$ cat config.mk
export PLATFORM = sky130hd
export DESIGN_NAME = msg_out_fifo
export DESIGN_NICKNAME = d
export VERILOG_FILES = /design/src/rtl/msg_pkg.sv /design/src/rtl/msg_popcount.sv /design/src/rtl/msg_out_fifo.sv
export SDC_FILE = /design/constraint.sdc
export NUM_CORES = 2
export LEC_CHECK = 0
export ABC_AREA = 1
export BUFFER_PORTS_ARGS = -buffer_cell sky130_fd_sc_hd__buf_2
export CELL_PAD_IN_SITES_DETAIL_PLACEMENT = 0
export CELL_PAD_IN_SITES_GLOBAL_PLACEMENT = 2
export CORE_ASPECT_RATIO = 1.25
export CORE_MARGIN = 2
export CORE_UTILIZATION = 40
export DETAILED_ROUTE_END_ITERATION = 16
export PLACE_DENSITY = 0.95
export SYNTH_ARGS = -nofsm -noshare
export SYNTH_HDL_FRONTEND = slang
export SYNTH_SLANG_ARGS = --single-unit
$ cat constraint.sdc
create_clock -name clk -period 15.3 [get_ports clk]
set_clock_uncertainty 0.15 [all_clocks]
set_input_delay 3.06 -clock clk [delete_from_list [all_inputs] [get_ports clk]]
set_output_delay 3.06 -clock clk [all_outputs]
set_load 0.005 [all_outputs]
$ cat src/rtl/msg_pkg.sv
// msg_pkg: shared message types for the extractor and its output buffer.
// Holds byte/message sizing and the packed message bundle.
package msg_pkg;

  localparam int BYTE_WIDTH = 8;
  localparam int MSG_BYTES  = 32;
  localparam int MSG_DW     = MSG_BYTES * BYTE_WIDTH;

  typedef struct packed {
    logic [MSG_DW-1:0]    data;
    logic [MSG_BYTES-1:0] bytemask;
  } msg_t;

endpackage

$ cat src/rtl/msg_popcount.sv
// msg_popcount: combinational count of set bits in a vector.
// Used to turn a stored bytemask into a byte length.
module msg_popcount #(
  parameter int W  = 32,
  parameter int LW = $clog2(W) + 1
) (
  input  logic [W-1:0]  vec,
  output logic [LW-1:0] count
);

  // Sum every bit of the vector.
  always_comb begin
    count = '0;
    for (int i = 0; i < W; i++)
      count = count + LW'(vec[i]);
  end

endmodule

$ cat src/rtl/msg_out_fifo.sv
// msg_out_fifo: message queue behind the extractor; drops when full.
// Define MSG_OUT_FIFO_DROP_CNT_EN to add the saturating drop_cnt port.
module msg_out_fifo
  import msg_pkg::*;
#(
  parameter int DATA_WIDTH = 256,
  parameter int MASK_WIDTH = DATA_WIDTH / 8,
  parameter int DEPTH      = 8,
  parameter int LEN_WIDTH  = $clog2(MASK_WIDTH) + 1
) (
  input  logic                      clk,
  input  logic                      reset_n,
  input  logic                      in_valid,
  input  logic [DATA_WIDTH-1:0]     in_data,
  input  logic [MASK_WIDTH-1:0]     in_bytemask,
  output logic                      out_valid,
  input  logic                      out_ready,
  output logic [DATA_WIDTH-1:0]     out_data,
  output logic [MASK_WIDTH-1:0]     out_bytemask,
  output logic [LEN_WIDTH-1:0]      out_len,
  output logic [$clog2(DEPTH):0]    level,
  input  logic                      ovf_clr,
  output logic                      overflow
`ifdef MSG_OUT_FIFO_DROP_CNT_EN
  ,
  output logic [15:0]               drop_cnt
`endif
);

  localparam int PW = $clog2(DEPTH);

  if (DATA_WIDTH != MSG_DW) begin : g_bad_width
    $error("DATA_WIDTH must match msg_t");
  end

  logic [PW:0] wr_ptr;
  logic [PW:0] rd_ptr;
  msg_t        mem [DEPTH];

  logic empty;
  logic full;
  logic push_req;
  logic pop;
  logic push;
  logic drop;

  assign empty = (wr_ptr == rd_ptr);
  assign full  = (wr_ptr[PW-1:0] == rd_ptr[PW-1:0])
              && (wr_ptr[PW] != rd_ptr[PW]);

  assign push_req = in_valid && (|in_bytemask);
  assign pop      = out_valid && out_ready;
  assign push     = push_req && (!full || pop);
  assign drop     = push_req && full && !pop;

  assign out_valid    = !empty;
  assign level        = wr_ptr - rd_ptr;
  assign out_data     = mem[rd_ptr[PW-1:0]].data;
  assign out_bytemask = mem[rd_ptr[PW-1:0]].bytemask;

  msg_popcount #(
    .W  (MASK_WIDTH),
    .LW (LEN_WIDTH)
  ) u_len (
    .vec   (out_bytemask),
    .count (out_len)
  );

  // Advance pointers on accepted pushes and pops.
  always_ff @(posedge clk or negedge reset_n) begin
    if (!reset_n) begin
      wr_ptr <= '0;
      rd_ptr <= '0;
    end else begin
      if (push) wr_ptr <= wr_ptr + 1'b1;
      if (pop)  rd_ptr <= rd_ptr + 1'b1;
    end
  end

  // Write the accepted message into the tail slot.
  always_ff @(posedge clk or negedge reset_n) begin
    if (!reset_n) begin
      for (int i = 0; i < DEPTH; i++)
        mem[i] <= '0;
    end else if (push) begin
      mem[wr_ptr[PW-1:0]].data     <= in_data;
      mem[wr_ptr[PW-1:0]].bytemask <= in_bytemask;
    end
  end

  // Sticky drop flag; a new drop beats a clear.
  always_ff @(posedge clk or negedge reset_n) begin
    if (!reset_n)     overflow <= 1'b0;
    else if (drop)    overflow <= 1'b1;
    else if (ovf_clr) overflow <= 1'b0;
  end

`ifdef MSG_OUT_FIFO_DROP_CNT_EN
  // Saturating drop counter; clear with a drop leaves one.
  always_ff @(posedge clk or negedge reset_n) begin
    if (!reset_n)
      drop_cnt <= '0;
    else if (ovf_clr)
      drop_cnt <= drop ? 16'd1 : 16'd0;
    else if (drop && drop_cnt != 16'hFFFF)
      drop_cnt <= drop_cnt + 16'd1;
  end
`endif

endmodule

# Word-level counts from Yosys, hierarchy flattened
# Index checks and enable logic that the tools add are counted.
[word_totals]
reg_bits = 2313
input_bits = 293
out_inout_bits = 300
word_cells = 85
[classes]
addsub = 34
order_cmp = 3
n_eq_ne = 3
n_mux = 11
n_bitwise = 2
reduce_logical = 13
[ops]
columns = ["operator", "n"]
rows = [
  ["$bwmux W2304", 2],
  ["$demux W288 S3", 2],
  ["$bmux W288 S3", 1],
  ["$mux W288", 3],
  ["$add A6 B1 Y6", 30],
  ["$mux W32", 1],
  ["$reduce_or A32 Y1", 1],
  ["$add A4 B1 Y4 const B", 2],
  ["$ge A4 B4 Y1 const B", 2],
  ["$not A3 Y4", 2],
  ["$logic_and A1 B1 Y1", 7],
  ["$eq A4 B4 Y1", 1],
  ["$lt A4 B1 Y1 const B", 1],
  ["$sub A4 B4 Y4", 1],
  ["$eq A3 B3 Y1", 1],
  ["$logic_not A1 Y1", 3],
  ["$add A1 B1 Y2", 1],
  ["$mux W1", 2],
  ["$reduce_bool A2 Y1", 1],
  ["$logic_or A1 B1 Y1", 1],
  ["$ne A1 B1 Y1", 1],
]

# Logic depth before layout (Yosys ltp)
[logic_depth]
word_depth = 35
ltp_mapped = 28

# Modules after synthesis
# Synthesis repeated with hierarchy kept, for this count alone.
[unflattened]
cells_unflattened = 14928
area_unflattened_um2 = 116012.5
[by_module_without_submodules]
columns = ["module", "n_inst", "cells_per_inst", "area_per_inst_um2", "seq_area_each_um2"]
rows = [
  ["msg_out_fifo", 1, 14839, 115210.5, 57880.5],
  ["msg_popcount", 1, 89, 802.0, 0.0],
]

# Worst setup path after synthesis
# OpenSTA, ideal clock, no wires.
[synth_timing]
path_kind = "flip-flop to output port"
start = "reg rd_ptr[1]"
end = "out out_len[4]"
arrival_time_ps = 5979
t_required_ps = 12090
path_slack_ps = 6111
path_stages_with_launch = 25
n_path_buf = 4
cell_sequence = "dfrtp_1 buf_2 inv_1 buf_2 clkbuf_1 clkbuf_1 o21ai_1 o22ai_1 nand2_1 nand2_1 ha_1 inv_1 fa_1 inv_1 fa_1 fa_1 fa_1 fa_1 fa_1 fa_1 fa_1 a21oi_1 nor2_1 nor2_1 xnor2_1"
[synth_via]
elab_chain_len = 35
[synth_rtl]
columns = ["element", "line", "source"]
rows = [
  ["from (decl)", "msg_out_fifo.sv:37", "logic [PW:0] rd_ptr;"],
  ["from (signal assigned)", "msg_out_fifo.sv:76", "if (pop) rd_ptr <= rd_ptr + 1'b1;"],
  ["$not A3 Y4 (implied by the code)", "msg_out_fifo.sv:59", "assign out_bytemask = mem[rd_ptr[PW-1:0]].bytemask;"],
  ["$bmux W288 S3", "msg_out_fifo.sv:59", ""],
  ["$mux W288 (implied by the code) (2 in series)", "msg_out_fifo.sv:59", ""],
  ["via out_bytemask[0]", "msg_out_fifo.sv:19", "output logic [MASK_WIDTH-1:0] out_bytemask,"],
  ["$add A1 B1 Y2", "msg_popcount.sv:15", "count = count + LW'(vec[i]);"],
  ["$add A6 B1 Y6 (30 in series)", "msg_popcount.sv:15", ""],
  ["to (decl)", "msg_out_fifo.sv:20", "output logic [LEN_WIDTH-1:0] out_len,"],
]
# The timed path passes the listed nets, and every way through them passes these cells. The select of a mux whose other input is x is not followed.

# Worst setup path in the final report
[layout_timing]
start = "reg rd_ptr[0]"
end = "out out_len[4]"
[layout_via]
elab_chain_len = 35
[layout_rtl]
columns = ["element", "line"]
rows = [
  ["$not A3 Y4 (implied by the code) (*)", "msg_out_fifo.sv:59"],
  ["$bmux W288 S3 (*)", "msg_out_fifo.sv:59"],
  ["$mux W288 (implied by the code) (*) (2 in series)", "msg_out_fifo.sv:59"],
  ["$add A1 B1 Y2", "msg_popcount.sv:15"],
  ["$add A6 B1 Y6 (29 in series)", "msg_popcount.sv:15"],
  ["$add A6 B1 Y6 (*)", "msg_popcount.sv:15"],
]
# Mark *: on every way between the ends. The rest lies on a longest branch, timed or not. The select of a mux whose other input is x is not followed.

==> reports/qor.yml <==
synth-edff-count: 0
path_buf_inv: 5
yosys.area_share.simple_pct: 34.39
root_buffer: "clkbuf_16"
ant_nets: 0
r2r_cells: 13
fp.coreArea_sq_mm: 0.2874
required_ps: 12090
synth_fa_ha_area_share_pct: 0.5739
drt-pass1-iter-count: 6
die_h_um: 604.9
critPathLaunchType: "flip-flop"
drtIter0Drc: 11370
cp_top_family: "adder cells"
vdd_drop_max_v: 0.0008124
synth_top_cell_area_share_pct: 50.09
drc: 0
hold_ws_ps: 321.6
synth-compound-area-share_pct: 8.181
dieArea_sq_mm: 0.2932
status: "completed"
power_density_mw_per_mm2: 277.3
io_pins: 593
arrival_ps: 8900
syn2layout_area_growth_pct: 9.107
drv_cap: 0
async_reset_ff_share_pct: 100.0
min_from: "mem[1884]$_DFFE_PN0P_"
synth.mux.area_fraction_pct: 0
clk_pin_slew_ps: 60
hold_viol_final: 0
syn-num-nets: 15250
syn_inst: 14920
post_synth.cell_area_avg_sq_um: 7.744
vias: 109700
cp_common_cell: "fa_1"
postCtsSetupBuffers: 0
synth_top_family_by_area: "simple AND/OR/NAND/NOR gates"
cts_made_buffers: 246
maxSlewHeadroom_pct: 19.64
vias_per_cell: 6.021
path_class: "reg2out"
htree_levels: 4
crit_fanout: 147
fin_crit_ps: 12110
port-buffer-count: 592
worst_path_max_delay_cell: "buf_4"
grt_setup_unrepaired: "no"
max_stage_delay_ps: 920
grt_usage_pct: 29.11
ys_top_cells_by_area: "dfrtp_1, nand2_1, nand4_1"
tightest_slew_ps: 1205
synth_area_sq_mm: 0.1155
yosysWarnings: 0
ys_types: 31
place.detailed.hpwl_um: 215600
worstReg2RegEnd: "mem[1825]$_DFFE_PN0P_"
regToRegStartpoint: "rd_ptr[2]$_DFFE_PN0P_"
synth-seq-cells: 2313
crit_chain: "inv_8 -> buf_4 -> o21ai_0 -> o22ai_1 -> nand2_1 -> nand2_1 -> ha_1 -> inv_1 -> fa_1 -> inv_1 -> fa_1 -> fa_1 -> fa_1 -> fa_1 -> fa_1 -> fa_1 -> fa_1 -> a21oi_1 -> nor2_1 -> nor2_1 -> xnor2_1 -> buf_2"
whs_endpoint: "mem[1884]$_DFFE_PN0P_"
cp-end-kind: "output port"
cts_tree: "built"
cts.sinks: 2313
cts_repair_resize_count: 0
avgRoutedWirePerCell_um: 24.20
fp.dieW_um: 484.7
setup_viol: 0
yosysSeqAreaShare_pct: 50.09
hold_path.class: "reg2reg"
layout-drive-gt1-share_pct: 8.431
place_congestion: 0.8086
rrSetupSlack_ps: 7100
period_share_pct: 79.14
finalSetupTns_ps: 0
yosysTopAreaCell: "dfrtp_1"
grt_max_degree: 220
clock_path_buffers: 4
std_cell_rows: 220
synthFlopType: "dfrtp_1"
drv_slew: 0
grt_pass1_wl_um: 674000
fmax_mhz: 82.59
grt_antenna_before_repair: 105
nets: 14540
fin_total_pwr_uw: 34960
grt_pass1_vias: 106600
overflow: 0
clk_latency_ps: 960
final_util_pct: 43.87
cts_hold_buf: 0
wl_um: 441000
start_util_pct: 40.21
leakage_uw: 0.06337
synth_xor_area_share_pct: 0.08230
holdPathStages: 2
==> where the power goes <==
group	internal, uW	total [uW]	switching, uW
logic	6160	18400	12200
clock network	3540	6210	2670
registers	8920	10400	1470
total	18600	35000	16300
==> registers in the layout, indices dropped and copies added, names as in the netlist <==
name,flops
wr_ptr,4
overflow,1
rd_ptr,4
mem,2304
==> layout by cell type (no fill, tap or decap), types with 2 or more instances in the layout <==
cell | Yosys | routed
inv_16 | 0 | 3
dfrtp_1 | 2313 | 2310
inv_6 | 0 | 3
nor2_4 | 2 | 2
clkbuf_1 | 871 | 50
nor3_2 | 0 | 7
nand2_1 | 5487 | 5487
ha_1 | 13 | 13
xor2_1 | 6 | 6
buf_12 | 0 | 34
o21ai_0 | 1126 | 1126
dfrtp_4 | 0 | 3
clkbuf_16 | 0 | 246
nor2_1 | 1171 | 1171
inv_1 | 64 | 62
xnor2_1 | 3 | 3
o22ai_1 | 572 | 572
a21oi_1 | 9 | 9
nand3_1 | 12 | 12
buf_4 | 28 | 167
inv_2 | 5 | 4
diode_2 | 0 | 48
bufinv_16 | 0 | 16
clkbuf_8 | 0 | 68
a32o_1 | 3 | 3
fa_1 | 25 | 25
nand4_4 | 8 | 8
buf_2 | 532 | 591
nand4_1 | 2304 | 2304
clkinvlp_4 | 0 | 8
clkinv_2 | 0 | 43
inv_8 | 0 | 3
clkinv_4 | 0 | 2
o21ai_1 | 30 | 30
==> cells in the mapped netlist (2+ instances only) <==
cell	instances
a32o_1	3
inv_2	5
xnor2_1	3
nor2_4	2
inv_1	64
nand2_1	5487
nand3_1	12
xor2_1	6
ha_1	13
nand4_1	2304
buf_6	8
clkbuf_1	871
buf_1	280
o21ai_0	1126
clkbuf_2	35
fa_1	25
buf_2	532
nor2_1	1171
buf_4	28
nand2_4	2
dfrtp_1	2313
nand4_4	8
o22ai_1	572
a21oi_1	9
nor3_1	7
o21ai_1	30
==> worst min-delay path: stages, from the launching register on <==
cell	delay, ps
dfrtp_1	340
nand2_1	50
nand2_1	50
==> cell type report <==
| class | instances | area, sq um |
|---|---|---|
| fill | 28960 | 161300 |
| clock inverter | 76 | 889.6 |
| multi-input combinational | 10790 | 49990 |
| inverter | 69 | 281.5 |
| clock buffer | 364 | 7279 |
| sequential | 2313 | 57890 |
| antenna | 48 | 120.1 |
| timing repair buffer | 792 | 4892 |
| tap | 3774 | 4722 |
==> through the flow <==
| stage | setup slack [ps] | instance area [sq um] | std cells |
|---|---|---|---|
| after detailed placement | 4293 | 117800 | 17730 |
| after global routing | 2880 | 126000 | 18200 |
| after floorplan | 6111 | 115500 | 14920 |
| final | 3191 | 126100 | 18220 |
| after global placement | 4289 | 117800 | 17730 |
| after CTS | 3175 | 126000 | 18170 |
==> routing by layer <==
metal	track usage (%)	vias to the layer above	share of wire, %
li1	-	49150	-
met1	40.21	55030	42
met2	46.14	4640	46
met3	5.120	828	8.5
met4	9.855	70	3.3
met5	0	-	0.094
==> logic make-up (layout without fill, tap and decap cells) <==
kind of cell,Yosys count,after routing
simple gates,8995,8995
xor+xnor,10,10
compound gates,1742,1742
fa+ha+maj,38,38
buf+inv,1823,1301
flops,2313,2313
other cells,0,48
==> worst max-delay path by stage <==
stage                               start         end  slack, ps  cells after the start
finish              rd_ptr[0]$_DFFE_PN0P_  out_len[4]       3190                     22
global route        rd_ptr[0]$_DFFE_PN0P_  out_len[4]       2880                     22
CTS                 rd_ptr[0]$_DFFE_PN0P_  out_len[4]       3180                     22
detailed placement  rd_ptr[0]$_DFFE_PN0P_  out_len[4]       4290                     22
global placement    rd_ptr[0]$_DFFE_PN0P_  out_len[4]       4290                     22
floorplan           rd_ptr[1]$_DFFE_PN0P_  out_len[4]       6110                     24
Note: power is estimated with default switching activity, not from simulation.
